==> config.mk <==
export PLATFORM = sky130hd
export DESIGN_NAME = exe_hazard_ctrl
export DESIGN_NICKNAME = d
export VERILOG_FILES = /design/src/rtl/exe_hazard_ctrl_pkg.sv /design/src/rtl/exe_hazard_ctrl_shadow_stage.sv /design/src/rtl/exe_hazard_ctrl.sv
export SDC_FILE = /design/constraint.sdc
export NUM_CORES = 1
export LEC_CHECK = 0
export BUFFER_PORTS_ARGS = -buffer_cell sky130_fd_sc_hd__buf_4
export CAP_MARGIN = 5
export CORE_UTILIZATION = 30
export CTS_BUF_LIST = sky130_fd_sc_hd__clkbuf_4 sky130_fd_sc_hd__clkbuf_8 sky130_fd_sc_hd__clkbuf_16
export CTS_CLUSTER_DIAMETER = 120
export DETAILED_ROUTE_END_ITERATION = 12
export PLACE_DENSITY = 0.61
export RECOVER_POWER = 50
export SLEW_MARGIN = 0
export SYNTH_ARGS = -nofsm -noshare
export SYNTH_HDL_FRONTEND = slang
export SYNTH_SLANG_ARGS = --single-unit
==> constraint.sdc <==
create_clock -name clk -period 1.9 [get_ports clk]
set_clock_uncertainty 0.1 [all_clocks]
set_input_delay 0.38 -clock clk [delete_from_list [all_inputs] [get_ports clk]]
set_output_delay 0.38 -clock clk [all_outputs]
set_load 0.03 [all_outputs]
==> src/rtl/exe_hazard_ctrl_pkg.sv <==
// Shared types for the execute-stage hazard controller: forwarding encodings,
// FSM states, the shadow-entry layout and the stage/register match helper.
package exe_hazard_ctrl_pkg;

   localparam int HAZ_REG_W = 4;

   localparam logic [1:0] FWD_REG   = 2'b00;
   localparam logic [1:0] FWD_EXMEM = 2'b01;
   localparam logic [1:0] FWD_MEMWB = 2'b10;

   typedef enum logic {
      RUN     = 1'b0,
      LU_WAIT = 1'b1
   } haz_state_t;

   typedef struct packed {
      logic                 valid;
      logic                 wr;
      logic                 is_load;
      logic [HAZ_REG_W-1:0] dest;
      logic [HAZ_REG_W-1:0] rs;
      logic [HAZ_REG_W-1:0] rt;
   } shadow_t;

   // A stage hazards a source when it will write that register; r0 is exempt when hardwired.
   function automatic logic haz_match(input shadow_t s, input logic [HAZ_REG_W-1:0] idx,
                                      input logic zero_reg);
      return s.valid & s.wr & (s.dest == idx) & ~(zero_reg & (idx == '0));
   endfunction

endpackage

==> src/rtl/exe_hazard_ctrl_shadow_stage.sv <==
// One pipeline shadow register: holds while frozen, loads an all-zero bubble when
// killed, otherwise captures the upstream entry.
module haz_shadow_stage
   import exe_hazard_ctrl_pkg::*;
(
   input  logic    clk,
   input  logic    rst,
   input  logic    hold,
   input  logic    kill,
   input  shadow_t d,
   output shadow_t q
);

   always_ff @(posedge clk or posedge rst) begin
      if (rst)
         q <= '0;
      else if (!hold)
         q <= kill ? '0 : d;
   end

endmodule

==> src/rtl/exe_hazard_ctrl.sv <==
// Execute-stage hazard controller: operand forwarding selects and load-use stall/bubble.
// Optional HAZ_PERF_EN adds stall/bubble performance counters.
module exe_hazard_ctrl
   import exe_hazard_ctrl_pkg::*;
#(
   // REG_W must equal the package shadow-entry width HAZ_REG_W.
   parameter int REG_W    = HAZ_REG_W,
   parameter bit ZERO_REG = 1'b1
)(
   input  logic             clk,
   input  logic             rst,
   input  logic             id_valid,
   input  logic [REG_W-1:0] id_rs,
   input  logic             id_uses_rs,
   input  logic [REG_W-1:0] id_rt,
   input  logic             id_uses_rt,
   input  logic [REG_W-1:0] id_dest,
   input  logic             id_wr,
   input  logic             id_is_load,
   input  logic             flush,
   input  logic             mem_wait,
   output logic             stall_o,
   output logic             bubble_o,
   output logic [1:0]       fwd_a_sel,
   output logic [1:0]       fwd_b_sel
`ifdef HAZ_PERF_EN
   ,
   output logic [31:0]      perf_stall_cnt,
   output logic [31:0]      perf_bubble_cnt
`endif
);

   shadow_t    id_entry, ex_q, mem_q, wb_q;
   haz_state_t state_q, state_d;
   logic       issue, load_use;

   assign id_entry = '{valid: id_valid, wr: id_wr, is_load: id_is_load,
                       dest: id_dest, rs: id_rs, rt: id_rt};
   assign issue    = id_valid & ~stall_o & ~flush;

   haz_shadow_stage u_ex  (.clk(clk), .rst(rst), .hold(mem_wait), .kill(~issue),
                           .d(id_entry), .q(ex_q));
   haz_shadow_stage u_mem (.clk(clk), .rst(rst), .hold(mem_wait), .kill(1'b0),
                           .d(ex_q), .q(mem_q));
   haz_shadow_stage u_wb  (.clk(clk), .rst(rst), .hold(mem_wait), .kill(1'b0),
                           .d(mem_q), .q(wb_q));

   assign load_use = id_valid & ex_q.is_load &
                     ((haz_match(ex_q, id_rs, ZERO_REG) & id_uses_rs) |
                      (haz_match(ex_q, id_rt, ZERO_REG) & id_uses_rt));

   always_ff @(posedge clk or posedge rst) begin
      if (rst)
         state_q <= RUN;
      else
         state_q <= state_d;
   end

   always_comb begin
      state_d = state_q;
      if (!mem_wait) begin
         if (flush)
            state_d = RUN;
         else begin
            case (state_q)
               RUN:     if (load_use) state_d = LU_WAIT;
               LU_WAIT: state_d = RUN;
               default: state_d = RUN;
            endcase
         end
      end
   end

   // Outputs are forced quiet while reset is asserted, whatever the inputs do.
   always_comb begin
      stall_o  = 1'b0;
      bubble_o = 1'b0;
      if (rst) begin
         stall_o  = 1'b0;
         bubble_o = 1'b0;
      end else if (mem_wait) begin
         stall_o = 1'b1;
      end else if (flush) begin
         bubble_o = 1'b1;
      end else if (state_q == RUN && load_use) begin
         stall_o  = 1'b1;
         bubble_o = 1'b1;
      end
   end

   always_comb begin
      fwd_a_sel = FWD_REG;
      if (haz_match(mem_q, ex_q.rs, ZERO_REG))
         fwd_a_sel = FWD_EXMEM;
      else if (haz_match(wb_q, ex_q.rs, ZERO_REG))
         fwd_a_sel = FWD_MEMWB;

      fwd_b_sel = FWD_REG;
      if (haz_match(mem_q, ex_q.rt, ZERO_REG))
         fwd_b_sel = FWD_EXMEM;
      else if (haz_match(wb_q, ex_q.rt, ZERO_REG))
         fwd_b_sel = FWD_MEMWB;
   end

`ifdef HAZ_PERF_EN
   always_ff @(posedge clk or posedge rst) begin
      if (rst) begin
         perf_stall_cnt  <= '0;
         perf_bubble_cnt <= '0;
      end else begin
         if (stall_o)
            perf_stall_cnt <= perf_stall_cnt + 32'd1;
         if (bubble_o)
            perf_bubble_cnt <= perf_bubble_cnt + 32'd1;
      end
   end
`endif

endmodule
Yosys cells after proc, flatten, opt, wreduce, memory -nomap -nowiden --
Index checks and enable logic that the tools add are counted.
Word-level totals: output and inout bits 6, memories 0, bits in read-only memories 0, memory bits (writable) 0, latch bits 0, flip-flop bits (word level) 28, logic and storage cells 68
Cells by class: shifts and indexed selects 0, bitwise logic cells 29, $lt $le $gt $ge 0, mux-type cells 15, multiply operators 0, div/mod/pow operators 0, add/subtract/negate cells 0, reductions and logical operators 5, eq/ne operators 6
Operator list (number):
- 4-bit == test | 6
- 1-bit AND | 21
- 4-bit logical NOT | 4
- 15-bit two-way mux | 1
- 1-bit two-way mux | 9
- 2-bit two-way mux | 4
- 1-bit inverter | 7
- 1-bit one-hot mux with 2 select lines | 1
- 1-bit logical AND | 1
- 1-bit bitwise OR | 1

Logic depth before layout (Yosys ltp) --
depth in word-level cells 15, depth in mapped cells 5

Modules after synthesis --
Synthesis repeated with hierarchy kept, for this count alone.
Second synthesis, totals: cells, all modules 171, area total of the unflattened synthesis 2157.1 um2
Modules (own cells, without submodules):
- haz_shadow_stage | times used 3, cells each 37, area an instance 566.8 um2, sequential area each 375.4 um2
- exe_hazard_ctrl | times used 1, cells each 60, area an instance 456.7 um2, sequential area each 25.0 um2

Least setup slack after synthesis --
OpenSTA, ideal clock, no wires.
path type reg2out, from register u_ex.q[7] (netlist bit), to output fwd_a_sel[1], path slack -1.044 ns, cell stages (with the launch flop) 4, arrival time 2.464 ns, path through dfrtp_1 > or3_1 > a2111oi_1 > nor3_1
Between the ends: cells in the longest elaborated chain, start to end 5
RTL lines:
- start: declaration | RTL line exe_hazard_ctrl_shadow_stage.sv:11 | output shadow_t q
- start signal: assignment | RTL line exe_hazard_ctrl_shadow_stage.sv:18 | q <= kill ? '0 : d;
- 4-bit == test or 4-bit logical NOT (tied branches) | RTL line exe_hazard_ctrl_pkg.sv:28 | return s.valid & s.wr & (s.dest == idx) & ~(zero_reg & (idx == '0));
- 1-bit AND or 1-bit inverter (tied branches) | RTL line exe_hazard_ctrl_pkg.sv:28
- 1-bit AND | RTL line exe_hazard_ctrl_pkg.sv:28
- 2-bit two-way mux | RTL line exe_hazard_ctrl.sv:95 | else if (haz_match(wb_q, ex_q.rs, ZERO_REG))
- 2-bit two-way mux * | RTL line exe_hazard_ctrl.sv:93 | if (haz_match(mem_q, ex_q.rs, ZERO_REG))
- end: declaration | RTL line exe_hazard_ctrl.sv:24 | output logic [1:0] fwd_a_sel,
Mark *: on every way between the ends. The rest lies on a longest branch, timed or not.

Worst setup path in the final report --
from register u_ex.q[10] (netlist bit), to output bubble_o
Between the ends: cells in the longest elaborated chain, start to end 11
RTL lines:
- 4-bit == test | RTL line exe_hazard_ctrl_pkg.sv:28
- 1-bit AND (2 in a row) | RTL line exe_hazard_ctrl_pkg.sv:28
- 1-bit AND (on tied branches) | RTL line exe_hazard_ctrl.sv:49, exe_hazard_ctrl.sv:50
- 1-bit bitwise OR * | RTL line exe_hazard_ctrl.sv:49 | ((haz_match(ex_q, id_rs, ZERO_REG) & id_uses_rs) |
- 1-bit AND * | RTL line exe_hazard_ctrl.sv:48 | assign load_use = id_valid & ex_q.is_load &
- 1-bit logical AND * | RTL line exe_hazard_ctrl.sv:85 | end else if (state_q == RUN && load_use) begin
- 1-bit two-way mux * | RTL line exe_hazard_ctrl.sv:85
- 1-bit two-way mux * | RTL line exe_hazard_ctrl.sv:83 | end else if (flush) begin
- 1-bit two-way mux * | RTL line exe_hazard_ctrl.sv:81 | end else if (mem_wait) begin
- 1-bit two-way mux * | RTL line exe_hazard_ctrl.sv:78 | if (rst) begin
- end: declaration | RTL line exe_hazard_ctrl.sv:23 | output logic bubble_o,
Marks and branches as above.

==> reports/qor.yml <==
clock_tree:
  cts_root_buf: "clkbuf_8"
  cts.clk_slew.worst_paths_ps: 100
  htree_levels: 1
  cts_buffers: 3
  clock-sinks: 28
  tritoncts: "yes"
  clk_latency_ps: 280
  clockBufferDepth: 2
logic_synthesis:
  synthCells: 154
  syn-cell-area_sq_mm: 0.001578
  synth_edf_count: 0
  synthArstFlopShare_pct: 100.0
  syn-num-nets: 175
  syn_avg_cell_area_sq_um: 10.25
  seq_area_frac_synth_pct: 44.41
  yosys_register_bits: 28
  yosysMostFrequentCell: "dfrtp_1"
  synth_ff_type: "dfrtp_1"
  yosys.area.top_type: "dfrtp_1"
  ys_warn_count: 0
  yosysUniqueCellTypes: 30
  synthTopCellsByCount: "dfrtp_1 (28), nand2_1 (18), a32oi_1 (14), mux2_2 (13)"
  synth_top_cell_area_share_pct: 44.41
  synth.area.top_cells: "dfrtp_1 (44%), mux2_2 (9.3%), a32oi_1 (7.8%)"
global_route:
  globalRouteOverflowTotal: 0
  track_usage_pct: 16.03
  grt_pass1_wl_um: 6762
  first_global_vias: 1351
  antenna_found_initial: 0
  grt_max_degree: 32
sta:
  worst_pin_slew_ps: 723.4
  hold_violations: 0
  fin_crit_sh_pct: 126.0
  drv_slew: 0
  finalSetupViolations: 6
  max_freq_ghz: 0.4176
  slew_headroom_pct: 51.77
  setup_slack_ps: -494.6
  rsz0062_at_grt: "yes"
  fin_crit_ps: 2395
placed_design:
  dp_hpwl_um: 2791
  place.gp.congestion: 0.8123
  io_buffers: 26
pwr:
  p_total_w: 0.001417
  leakage_nw: 0.9576
  p_comb_share_pct: 26.6
  power.switching_w: 0.0004202
  power.density_mw_per_mm2: 633.8
  p_seq_share_pct: 50.0
  switching_share_pct: 29.65
  power.share.clock_pct: 23.5
  power.internal_w: 0.0009970
  vdd_ir_drop_max_uv: 377.9
status:
  failed_checks: "setup timing"
  status: "finished, violations left"
detailed_routing:
  viasPerCell: 4.949
  drtIter0Drc: 59
  drtPass1Iterations: 4
  drc: 0
  wl_um: 3998
  final_antenna_net_count: 0
  post_drt_wl_per_cell_um: 14.43
  via_count: 1371
floorplan:
  io_pins: 27
  fp.dieH_um: 74.52
  initial_utilization_pct: 31.09
  core_area_sq_mm: 0.005075
  fp.dieW_um: 74.52
  rows: 26
  die-area_sq_mm: 0.005553
layout:
  nets: 230
  final_core_util_pct: 44.06
  insertedDiodeCount: 0
  drive_above_1_share_pct: 45.89
  fill_cells: 516
  syn_to_final_growth_pct: 41.71
critical_path:
  path_max_fanout: 3
  critPathKind: "register to output pin"
  startpoint_type: "register"
  cp_slowest_cell: "or4_4"
  worstSetupEndpointType: "output pin"
  worstPathArrival_ps: 1910
  critPathRequiredTime_ps: 1420
  crit_chain: "xor2_1 -> or4_4 -> o22ai_2 -> a32o_2 -> buf_6"
  max_stage_delay_ps: 550
job:
  maxCapViolations: 0
hold_path:
  holdCritPathClass: "primary input to register"
## sequential cells by signal (all words and copies together) (netlist names)
register and flops:
u_ex.q 15, u_mem.q 6, u_wb.q 6, state_q 1
## per-stage QoR
stage | hold slack (ps) | std cells | TNS [ps] | area [sq um] | setup slack (ps)
floorplan | 368.0 | 154 | -854.3 | 1667 | -222.2
global placement | 383.4 | 268 | -1941 | 2112 | -309.7
detailed placement | 385.1 | 268 | -1955 | 2112 | -307.8
CTS | 229.3 | 276 | -2240 | 2227 | -519.9
global route | 261.3 | 277 | -2507 | 2236 | -567.1
finish | 234.9 | 277 | -2129 | 2236 | -494.6
## critical path, delay by kind of cell, from the launching register on
family	cells	cell delay, ps
XOR/XNOR	1	160
buffers and inverters	1	120
AND/OR/NAND/NOR	1	550
AO/OA/AOI/OAI	2	370
flip-flops	1	440
## power by group through the flow
stage          sequential, W  combinational, W  clock, W
6_report            0.000708          0.000377  0.000332
5_1_grt             0.000717          0.000416  0.000356
4_1_cts             0.000707          0.000378  0.000343
3_5_place_dp        0.000721          0.000351         0
3_3_place_gp        0.000720          0.000348         0
2_1_floorplan       0.000715          0.000207         0
## cell families (layout without fill, tap and decap cells)
kind of cell | Yosys count | in the layout | share of synthesized area, %
AOI/OAI and AO/OA | 38 | 38 | 17.61
DFF | 28 | 28 | 44.41
buffers and inverters | 10 | 63 | 2.855
and+or+nand+nor | 45 | 45 | 14.75
muxes | 13 | 13 | 9.278
xor gates and xnor gates | 20 | 20 | 11.10
## area by class of cell
cell class | instances | area, sq um | area share [%]
multi-input cells | 116 | 937.1 | 41.91
flip-flops and latches | 28 | 704.4 | 31.51
repair buffers | 59 | 460.4 | 20.59
well taps | 70 | 87.58 | 3.917
clock buffers | 3 | 41.29 | 1.847
inverters | 1 | 5.005 | 0.2238
## path summary, 6_finish.rpt
check,startpoint,end,slack (ps),cells after the start
min reg2reg,u_wb.q[14]$_DFFE_PP0N_,u_wb.q[14]$_DFFE_PP0N_,410,1
min,id_dest[2],u_ex.q[10]$_DFFE_PP0N_,230,3
max in group asynchronous,rst,u_ex.q[11]$_DFFE_PP0N_,560,4
min in group asynchronous,rst,u_ex.q[12]$_DFFE_PP0N_,630,4
max reg2reg,u_ex.q[11]$_DFFE_PP0N_,state_q$_DFFE_PP0N_,50,5
max,u_ex.q[10]$_DFFE_PP0N_,bubble_o,-490,5
## per-layer routing
| layer | global-route usage [%] | part of all wire, % | wire length [um] |
|---|---|---|---|
| met4 | 4.193 | 0.70 | 28 |
| met3 | 2.168 | 2.9 | 117 |
| met5 | 0 | 0 | 0 |
| met1 | 24.77 | 53 | 2112 |
| met2 | 23.32 | 43 | 1739 |
## placed cells by master (no fill, tap or decap), types with 2 or more instances in the layout
cell type | synthesis | final
mux2_2 | 13 | 13
nor3_4 | 0 | 2
dfrtp_2 | 0 | 3
dfrtp_1 | 28 | 25
nand2_1 | 18 | 18
nor3_1 | 8 | 6
a2111oi_4 | 0 | 2
nand3_1 | 6 | 4
buf_4 | 0 | 52
a32oi_1 | 14 | 14
or4_4 | 1 | 3
clkbuf_8 | 0 | 3
a21oi_1 | 3 | 3
o21ai_1 | 9 | 13
buf_6 | 1 | 4
xnor2_1 | 10 | 10
clkbuf_2 | 0 | 2
xor2_1 | 10 | 10
or3_4 | 0 | 2
nand3_2 | 0 | 2
nand4_1 | 2 | 2
## timing repair
| item | CTS | global route |
|---|---|---|
| pin swaps | 8 | 1 |
| resized for setup | 10 | 7 |
| setup endpoints to repair | 12 | 21 |
| buffers inserted | 5 | 1 |
| hold buffers | 0 | 0 |
| hold endpoints to repair | 0 | 0 |
Power figures use the tool's default switching activity.
